## src/rtl/factorial_sequencer.sv

```systemverilog
// Computes n! by driving an external 64x64 multiplier with ascending indices 2..n.
// Stops early with overflow once a partial product no longer fits in 64 bits.
module factorial_sequencer (
  input  logic         clk,
  input  logic         reset_n,
  input  logic         op_start,
  input  logic         op_clear,
  input  logic [63:0]  n,
  output logic         op_done,
  output logic         busy,
  output logic         overflow,
  output logic [127:0] result,
  output logic         mul_op_start,
  output logic         mul_op_clear,
  output logic [63:0]  mul_multiplier,
  output logic [63:0]  mul_multiplicand,
  input  logic         mul_op_done,
  input  logic [127:0] mul_result
);

  typedef enum logic [2:0] {
    ST_IDLE  = 3'd0,
    ST_MUL   = 3'd1,
    ST_STEP  = 3'd2,
    ST_ABORT = 3'd3,
    ST_DONE  = 3'd4
  } state_t;

  state_t       r_state;
  state_t       w_state_nxt;
  logic [63:0]  r_n_q;
  logic [63:0]  w_n_q_nxt;
  logic [63:0]  r_i;
  logic [63:0]  w_i_nxt;
  logic [127:0] r_acc;
  logic [127:0] w_acc_nxt;
  logic         r_ovf;
  logic         w_ovf_nxt;
  logic         w_accept;

  // State and datapath registers.
  always_ff @(posedge clk or negedge reset_n) begin
    if (!reset_n) begin
      r_state <= ST_IDLE;
      r_n_q   <= 64'd0;
      r_i     <= 64'd0;
      r_acc   <= 128'd0;
      r_ovf   <= 1'b0;
    end else begin
      r_state <= w_state_nxt;
      r_n_q   <= w_n_q_nxt;
      r_i     <= w_i_nxt;
      r_acc   <= w_acc_nxt;
      r_ovf   <= w_ovf_nxt;
    end
  end

  // Next-state and datapath update.
  always_comb begin
    w_state_nxt = r_state;
    w_n_q_nxt   = r_n_q;
    w_i_nxt     = r_i;
    w_acc_nxt   = r_acc;
    w_ovf_nxt   = r_ovf;
    w_accept    = 1'b0;

    case (r_state)
      ST_IDLE: begin
        if (op_start && !op_clear) begin
          w_accept = 1'b1;
        end else begin
          w_state_nxt = ST_IDLE;
        end
      end
      ST_MUL: begin
        if (op_clear) begin
          w_state_nxt = ST_ABORT;
        end else if (mul_op_done) begin
          w_acc_nxt   = mul_result;
          w_state_nxt = ST_STEP;
        end else begin
          w_state_nxt = ST_MUL;
        end
      end
      ST_STEP: begin
        // The multiplicand is only 64 bits, so a wide partial product ends the run.
        if (op_clear) begin
          w_state_nxt = ST_ABORT;
        end else if (r_i == r_n_q) begin
          w_state_nxt = ST_DONE;
        end else if (r_acc[127:64] != 64'd0) begin
          w_ovf_nxt   = 1'b1;
          w_state_nxt = ST_DONE;
        end else begin
          w_i_nxt     = r_i + 64'd1;
          w_state_nxt = ST_MUL;
        end
      end
      ST_ABORT: begin
        w_state_nxt = ST_IDLE;
      end
      ST_DONE: begin
        if (op_clear) begin
          w_state_nxt = ST_IDLE;
        end else if (op_start) begin
          w_accept = 1'b1;
        end else begin
          w_state_nxt = ST_DONE;
        end
      end
      default: begin
        w_state_nxt = ST_IDLE;
      end
    endcase

    if (w_accept) begin
      w_n_q_nxt   = n;
      w_i_nxt     = 64'd2;
      w_acc_nxt   = 128'd1;
      w_ovf_nxt   = 1'b0;
      w_state_nxt = (n < 64'd2) ? ST_DONE : ST_MUL;
    end else begin
      w_n_q_nxt = w_n_q_nxt;
    end
  end

  // Output decode from the registered state; result is masked outside DONE.
  always_comb begin
    op_done          = 1'b0;
    busy             = 1'b0;
    overflow         = 1'b0;
    result           = 128'd0;
    mul_op_start     = 1'b0;
    mul_op_clear     = 1'b0;
    mul_multiplier   = 64'd0;
    mul_multiplicand = 64'd0;

    case (r_state)
      ST_IDLE: begin
        busy = 1'b0;
      end
      ST_MUL: begin
        busy             = 1'b1;
        mul_op_start     = 1'b1;
        mul_multiplier   = r_i;
        mul_multiplicand = r_acc[63:0];
      end
      ST_STEP: begin
        busy         = 1'b1;
        mul_op_clear = 1'b1;
      end
      ST_ABORT: begin
        busy         = 1'b1;
        mul_op_clear = 1'b1;
      end
      ST_DONE: begin
        op_done  = 1'b1;
        result   = r_acc;
        overflow = r_ovf;
      end
      default: begin
        busy = 1'b0;
      end
    endcase
  end

endmodule

```

## config.mk

```make
export PLATFORM = sky130hd
export DESIGN_NAME = factorial_sequencer
export DESIGN_NICKNAME = d
export VERILOG_FILES = /design/src/rtl/factorial_sequencer.sv
export SDC_FILE = /design/constraint.sdc
export NUM_CORES = 1
export LEC_CHECK = 0
export CAP_MARGIN = 10
export CORE_MARGIN = 2
export CORE_UTILIZATION = 35
export CTS_CLUSTER_DIAMETER = 100
export CTS_CLUSTER_SIZE = 24
export DETAILED_ROUTE_END_ITERATION = 8
export PLACE_DENSITY = 0.76
export SYNTH_ARGS = -nofsm -noshare
export SYNTH_HDL_FRONTEND = slang
export SYNTH_SLANG_ARGS = --single-unit
```

## constraint.sdc

```tcl
create_clock -name clk -period 2.7 [get_ports clk]
set_clock_uncertainty 0.05 [all_clocks]
set_input_delay 0.27 -clock clk [delete_from_list [all_inputs] [get_ports clk]]
set_output_delay 0.27 -clock clk [all_outputs]
set_load 0.03 [all_outputs]
```

==> reports/results.tsv, run 1 <==
stage	metric	value	unit
sta	drv_slew	0	
worst_setup_path	crit_type	flop to flop	
clock_tree	path_clk_slew	0.11	ns
logic_synthesis	syn_inst	1710	
logic_synthesis	netlist_area	14000	µm²
worst_setup_path	cp_slowest_cell	or4_4	
sta	worst_slew_margin_rel	0.513	
sta	setup_viol	25	
worst_setup_path	worstPathMaxFanout	6	
final_layout	layout_commonest_cell	nand2_1	
worst_setup_path	required	3.10	ns
final_layout	layout_common_cells	nand2_1, buf_4, dfrtp_1, clkdlybuf4s50_1, a21oi_1	
clock_tree	root_buffer	clkbuf_16	
final_layout	fin_area	22000	µm²
sta	max_clock_freq	359	MHz
die	die_w	204	µm
power	power	17.6	mW
sta	fin_crit	2.78	ns
route	drtIter0Drc	1162	
logic_synthesis	synth_edf_count	0	
route	drt-total-wl	59.4	mm
sta	worstMarginPinSlew	0.730	ns
logic_synthesis	syn_nets	1908	
global_route	grt_overflow_total	0	
global_route	grt_pass1_wl	86.6	mm
sta	hold_viol	0	
die	ioPinCount	458	
logic_synthesis	ys_types	45	
worst_setup_path	startpoint_type	flop	
power	ir_worst_vdd	582	µV
clock_tree	cts_buffers	15	
global_route	grt_usage	0.270	
clock_tree	clockBufferDepth	3	
placed_design	dp_hpwl	42.1	mm
logic_synthesis	ys_seq_elements	260	
worst_setup_path	cp_cell_sequence	nor4_2 -> nand4_1 -> nor4_2 -> buf_4 -> and3_4 -> a21oi_4 -> buf_6 -> buf_6 -> or4_4 -> nand2_2	
logic_synthesis	postSynthAreaPerCell	8.17	µm²
final_layout	area_growth	57.5	%
final_layout	layout.nets	2449	
global_route	antenna_found_initial	2	
route	post-route-drc-count	0	
global_route	grt_max_degree	139	
route	num_vias	15070	
sta	rsz0062_at_grt	yes	
clock_tree	clk_latency	0.51	ns
route	dr.pass1.iters	7	
die	die_area	41500	µm²
run_status	status	finished with violations	
sta	setup-tns-final	-0.746	ns
placed_design	finalWeightedCongestion	0.984	
logic_synthesis	synthArstFlopShare	1.00	
sta	fin_ws	-0.0836	ns
route	final_antenna_net_count	0	
power	p_leak	10.9	nW
die	core-area	39500	µm²
die	start_util	0.353	
logic_synthesis	ys_seq_area_frac	0.466	
logic_synthesis	yosysWarnings	0	
die	die_h	204	µm
placed_design	placed_cell_area	20500	µm²
worst_setup_path	max_stage_delay	0.48	ns
final_layout	final_util	0.556	
run_status	violations	negative setup slack	
final_layout	drive_above_1_share	0.237	
global_route	grt_pass1_vias	14546	
route	avgRoutedWirePerCell	21.4	µm
die	rows	73	
worst_setup_path	arrival	3.18	ns
logic_synthesis	ys.flop_type	dfrtp_1	
clock_tree	cts_num_sinks	260	
clock_tree	cts_tree	done	
route	avgViaCountPerCell	5.42	
sta	period_share	1.03	
clock_tree	htreeDepth	1	
min_path	hold_path_class	input pin to flop	
job	maxCapViolations	0	
worst_setup_path	endpoint_kind	flop	
placed_design	io_buffers	457	
power	cellPowerDensity	801	nW/µm²
==> layout make-up <==
class	count	area (µm²)
Tap cell	525	657
Inverter	8	30.0
Sequential cell	260	6510
Multi-Input combinational cell	1314	7520
Antenna cell	2	5.00
Timing Repair Buffer	652	6870
Fill cell	3479	17500
Clock buffer	16	379
Clock inverter	3	33.8
==> per-layer routing <==
| layer | GRT usage | wire, µm |
|---|---|---|
| met1 | 0.330 | 22400 |
| met2 | 0.459 | 28900 |
| met3 | 0.0495 | 4980 |
| met4 | 0.126 | 3030 |
| met5 | 0 | 12 |
==> cells in the mapped netlist, types with 7 or more instances <==
cell type / instances / share of area
o21ai_0: 48 / 0.017
a21oi_1: 179 / 0.064
and3_1: 147 / 0.066
nor2_1: 19 / 0.0051
inv_1: 8 / 0.0021
xnor2_1: 64 / 0.040
clkbuf_1: 117 / 0.031
buf_2: 8 / 0.0029
dfrtp_1: 260 / 0.47
and2_1: 131 / 0.059
or4_1: 15 / 0.0081
or3_1: 50 / 0.022
nor3_1: 12 / 0.0043
buf_1: 7 / 0.0019
nand4_1: 42 / 0.019
nor4_1: 40 / 0.018
nand3_1: 32 / 0.011
o31ai_1: 8 / 0.0043
nand2_1: 478 / 0.13
==> stage by stage <==
stage / instances / hold WS (ns) / setup slack (ns)
after CTS: 2769 / 0.221 / -0.102
final: 2780 / 0.234 / -0.0836
after detailed placement: 2726 / 0.208 / -0.455
after global routing: 2779 / 0.228 / -0.206
after global placement: 2726 / 0.211 / -0.441
after floorplan: 1710 / -0.0756 / 0.246
==> critical path: cells and delay by family (launching register included) <==
kind / cells / cell delay (ns)
AO/OA/AOI/OAI: 1 / 0.14
flip-flops: 1 / 0.41
buffers and inverters: 3 / 0.43
AND/OR/NAND/NOR: 6 / 1.70
==> repair_timing <==
item,in CTS,in global routing
setup endpoints to repair,255,158
hold buffers,1,0
setup buffers,15,9
endpoints found under the hold margin,59,0
gates cloned,9,1
resized for setup,80,139
pin swaps,68,38
==> kinds of logic after synthesis <==
kind of cell / share of synthesized area
simple gates: 0.357
flops: 0.466
compound gates: 0.0952
buf+inv: 0.0383
xor+xnor: 0.0408
mux: 0.00224
fa+ha+maj: 0.000896
==> state kept, by name, indices dropped and copies added (netlist names) <==
| name | flops |
|---|---|
| r_n_q | 64 |
| r_acc | 128 |
| r_ovf | 1 |
| r_state | 3 |
| r_i | 64 |
==> power breakdown <==
group	internal (mW)	switching, mW
logic	3.69	4.64
registers	5.42	1.40
clock network	1.04	1.43
total	10.2	7.47
==> path summary, 6_finish.rpt <==
| kind | from | endpoint | slack, ns | cells past startpoint |
|---|---|---|---|---|
| worst max-delay path | r_acc[71]$_DFFE_PN0P_ | r_i[9]$_DFFE_PN0P_ | -0.08 | 10 |
| worst min register to register | r_n_q[18]$_DFFE_PN0P_ | r_n_q[18]$_DFFE_PN0P_ | 0.47 | 2 |
| worst min-delay path | n[0] | r_n_q[0]$_DFFE_PN0P_ | 0.23 | 3 |
| worst max register to register | r_acc[71]$_DFFE_PN0P_ | r_i[9]$_DFFE_PN0P_ | -0.08 | 10 |
| min in group asynchronous | reset_n | r_i[63]$_DFFE_PN0P_ | 0.27 | 2 |
| max in group asynchronous | reset_n | r_acc[116]$_DFFE_PN0P_ | 1.45 | 3 |
(Power assumes the default switching activity.)
==> run 2: changes to the inputs <==
--- a/config.mk
+++ b/config.mk
@@ -11,7 +11,7 @@
 export CTS_CLUSTER_DIAMETER = 100
 export CTS_CLUSTER_SIZE = 24
 export DETAILED_ROUTE_END_ITERATION = 8
-export PLACE_DENSITY = 0.76
+export PLACE_DENSITY = 0.6
 export SYNTH_ARGS = -nofsm -noshare
 export SYNTH_HDL_FRONTEND = slang
 export SYNTH_SLANG_ARGS = --single-unit
==> reports/results.tsv, run 2 (synthesized netlist as in run 1, its figures left out) <==
stage	metric	value	unit
clock_tree	root_buffer	clkbuf_16	
worst_setup_path	arrival	3.09	ns
global_route	grt_pass1_vias	14106	
clock_tree	cts_buffers	15	
job	maxCapViolations	0	
final_layout	top_regs	r_acc (128), r_i (64), r_n_q (64)	
clock_tree	path_clk_slew	0.10	ns
final_layout	layout.nets	2413	
sta	max_clock_freq	369	MHz
sta	fin_ws	-0.00843	ns
power	ir_worst_vdd	379	µV
min_path	worstHoldStart	mul_result[66]	
worst_setup_path	worstPathMaxFanout	29	
route	final_antenna_net_count	0	
final_layout	top_register	r_acc	
worst_setup_path	startpoint	r_acc[125]$_DFFE_PN0P_	
worst_setup_path	cpLargestDelayFamily	simple AND/OR/NAND/NOR gates	
global_route	grt_usage	0.270	
worst_setup_path	crit_type	flop to flop	
worst_setup_path	required	3.08	ns
power	p_leak	10.5	nW
route	avgRoutedWirePerCell	21.3	µm
die	rows	73	
route	drtIter0Drc	899	
clock_tree	clk_latency	0.51	ns
final_layout	drive_above_1_share	0.191	
sta	rsz0062_at_grt	yes	
worst_setup_path	endpoint_kind	flop	
route	post-route-drc-count	0	
placed_design	io_buffers	457	
worst_setup_path	startpoint_type	flop	
global_route	grt_pass1_wl	86.5	mm
run_status	status	finished with violations	
min_path	hold_path_class	input pin to flop	
worst_setup_path	cp_cell_sequence	nor4_2 -> nand4_1 -> nor4_2 -> buf_4 -> and3_4 -> a21oi_4 -> buf_6 -> or4_1 -> a21oi_1	
global_route	antenna_found_initial	3	
die	die_w	204	µm
placed_design	dp_hpwl	42.8	mm
placed_design	finalWeightedCongestion	0.920	
clock_tree	cts_tree	done	
placed_design	place_inst	2704	
route	dr.pass1.iters	7	
run_status	violations	negative setup slack	
worst_setup_path	max_stage_delay	0.50	ns
clock_tree	clockBufferDepth	3	
global_route	grt_overflow_total	0	
sta	worstMarginPinSlew	0.633	ns
route	num_vias	14479	
die	core-area	39500	µm²
clock_tree	cts_num_sinks	260	
die	die_h	204	µm
power	cellPowerDensity	816	nW/µm²
route	drt-total-wl	58.4	mm
sta	worst_slew_margin_rel	0.578	
final_layout	instances_no_fill	2748	
sta	setup-tns-final	-0.00843	ns
final_layout	layout_commonest_cell	nand2_1	
final_layout	area_growth	49.7	%
sta	setup_viol	1	
sta	hold_slack	0.244	ns
sta	drv_slew	0	
die	die_area	41500	µm²
final_layout	largest_reg_flops	128	
worst_setup_path	path_common_cell	nor4_2	
final_layout	final_util	0.529	
worst_setup_path	cp_slowest_cell	or4_1	
global_route	grt_max_degree	130	
sta	hold_viol	0	
final_layout	layout_common_cells	nand2_1, buf_4, dfrtp_1, clkdlybuf4s50_1, a21oi_1	
route	avgViaCountPerCell	5.27	
die	start_util	0.353	
sta	fin_crit	2.71	ns
worst_setup_path	r2r-start	r_acc[125]$_DFFE_PN0P_	
sta	period_share	1.00	
worst_setup_path	crit_buf_inv	2	
die	ioPinCount	458	
clock_tree	htreeDepth	1	
run 2: changes by cell type in the layout (fill, tap and decap cells not counted), moves of 9 or more:
cell           change
a21oi_1           +25
a21oi_2           -26
buf_12            -47
dlygate4sd2_1      +9
or3_1             +19
or3_4             -19
run 2: repair_timing:
action                     in CTS  in global routing
pin swaps                      50                 27
cloned                          4                  1
buffers inserted                8                  9
hold buffers                    1                  0
gates resized for setup        63                 90
hold endpoints to repair       66                  0
setup endpoints to repair     114                158
run 2: power breakdown:
part | switching, mW | internal, mW
logic | 4.36 | 3.33
clock network | 1.40 | 1.18
registers | 1.36 | 5.42
total | 7.12 | 9.93
run 2: worst reg2reg max path: stages, from the launching register on:
cell and delay, ns:
dfrtp_1 0.43, nor4_2 0.30, nand4_1 0.21, nor4_2 0.33, buf_4 0.18, and3_4 0.19
a21oi_4 0.10, buf_6 0.20, or4_1 0.51, a21oi_1 0.15
run 2: per-stage QoR:
step           instance area (µm²)  total power [mW]  setup WS, ns
6_report                     20900              17.1      -0.00843
3_3_place_gp                 19800              13.8        -0.174
3_5_place_dp                 19800              13.9        -0.130
5_1_grt                      20900              18.1        -0.154
2_1_floorplan                14000              10.5         0.246
4_1_cts                      20600              16.8        -0.122
run 2: layer usage:
metal	part of all wire	vias up	track usage
met5	0	-	0
met4	0.042	0	0.101
met3	0.074	104	0.0558
met2	0.48	538	0.455
met1	0.40	7035	0.341
li1	-	6802	-
run 2: final cells by class:
class,instances,area (µm²)
Antenna cell,3,7.51
Clock buffer,17,403
Fill cell,3741,18600
Inverter,8,30.0
Sequential cell,260,6510
Tap cell,525,657
Timing Repair Buffer,620,6030
Multi-Input combinational cell,1310,7210
Clock inverter,5,58.8
run 2: final timing paths:
kind | end | depth (start not counted) | slack [ns]
min in group asynchronous | r_i[21]$_DFFE_PN0P_ | 2 | 0.27
worst min-delay path | r_acc[66]$_DFFE_PN0P_ | 3 | 0.24
worst max-delay path | r_i[10]$_DFFE_PN0P_ | 9 | -0.008
max in group asynchronous | r_acc[114]$_DFFE_PN0P_ | 3 | 1.44
worst min register to register | r_n_q[21]$_DFFE_PN0P_ | 2 | 0.45
worst max register to register | r_i[10]$_DFFE_PN0P_ | 9 | -0.008
==> run 3: changes to the inputs <==
--- a/config.mk
+++ b/config.mk
@@ -12,6 +12,7 @@
 export CTS_CLUSTER_SIZE = 24
 export DETAILED_ROUTE_END_ITERATION = 8
 export PLACE_DENSITY = 0.6
+export SLEW_MARGIN = 40
 export SYNTH_ARGS = -nofsm -noshare
 export SYNTH_HDL_FRONTEND = slang
 export SYNTH_SLANG_ARGS = --single-unit
==> results of run 3 <==
Same layout as run 2: the final DEF is identical, and so are final timing and power.
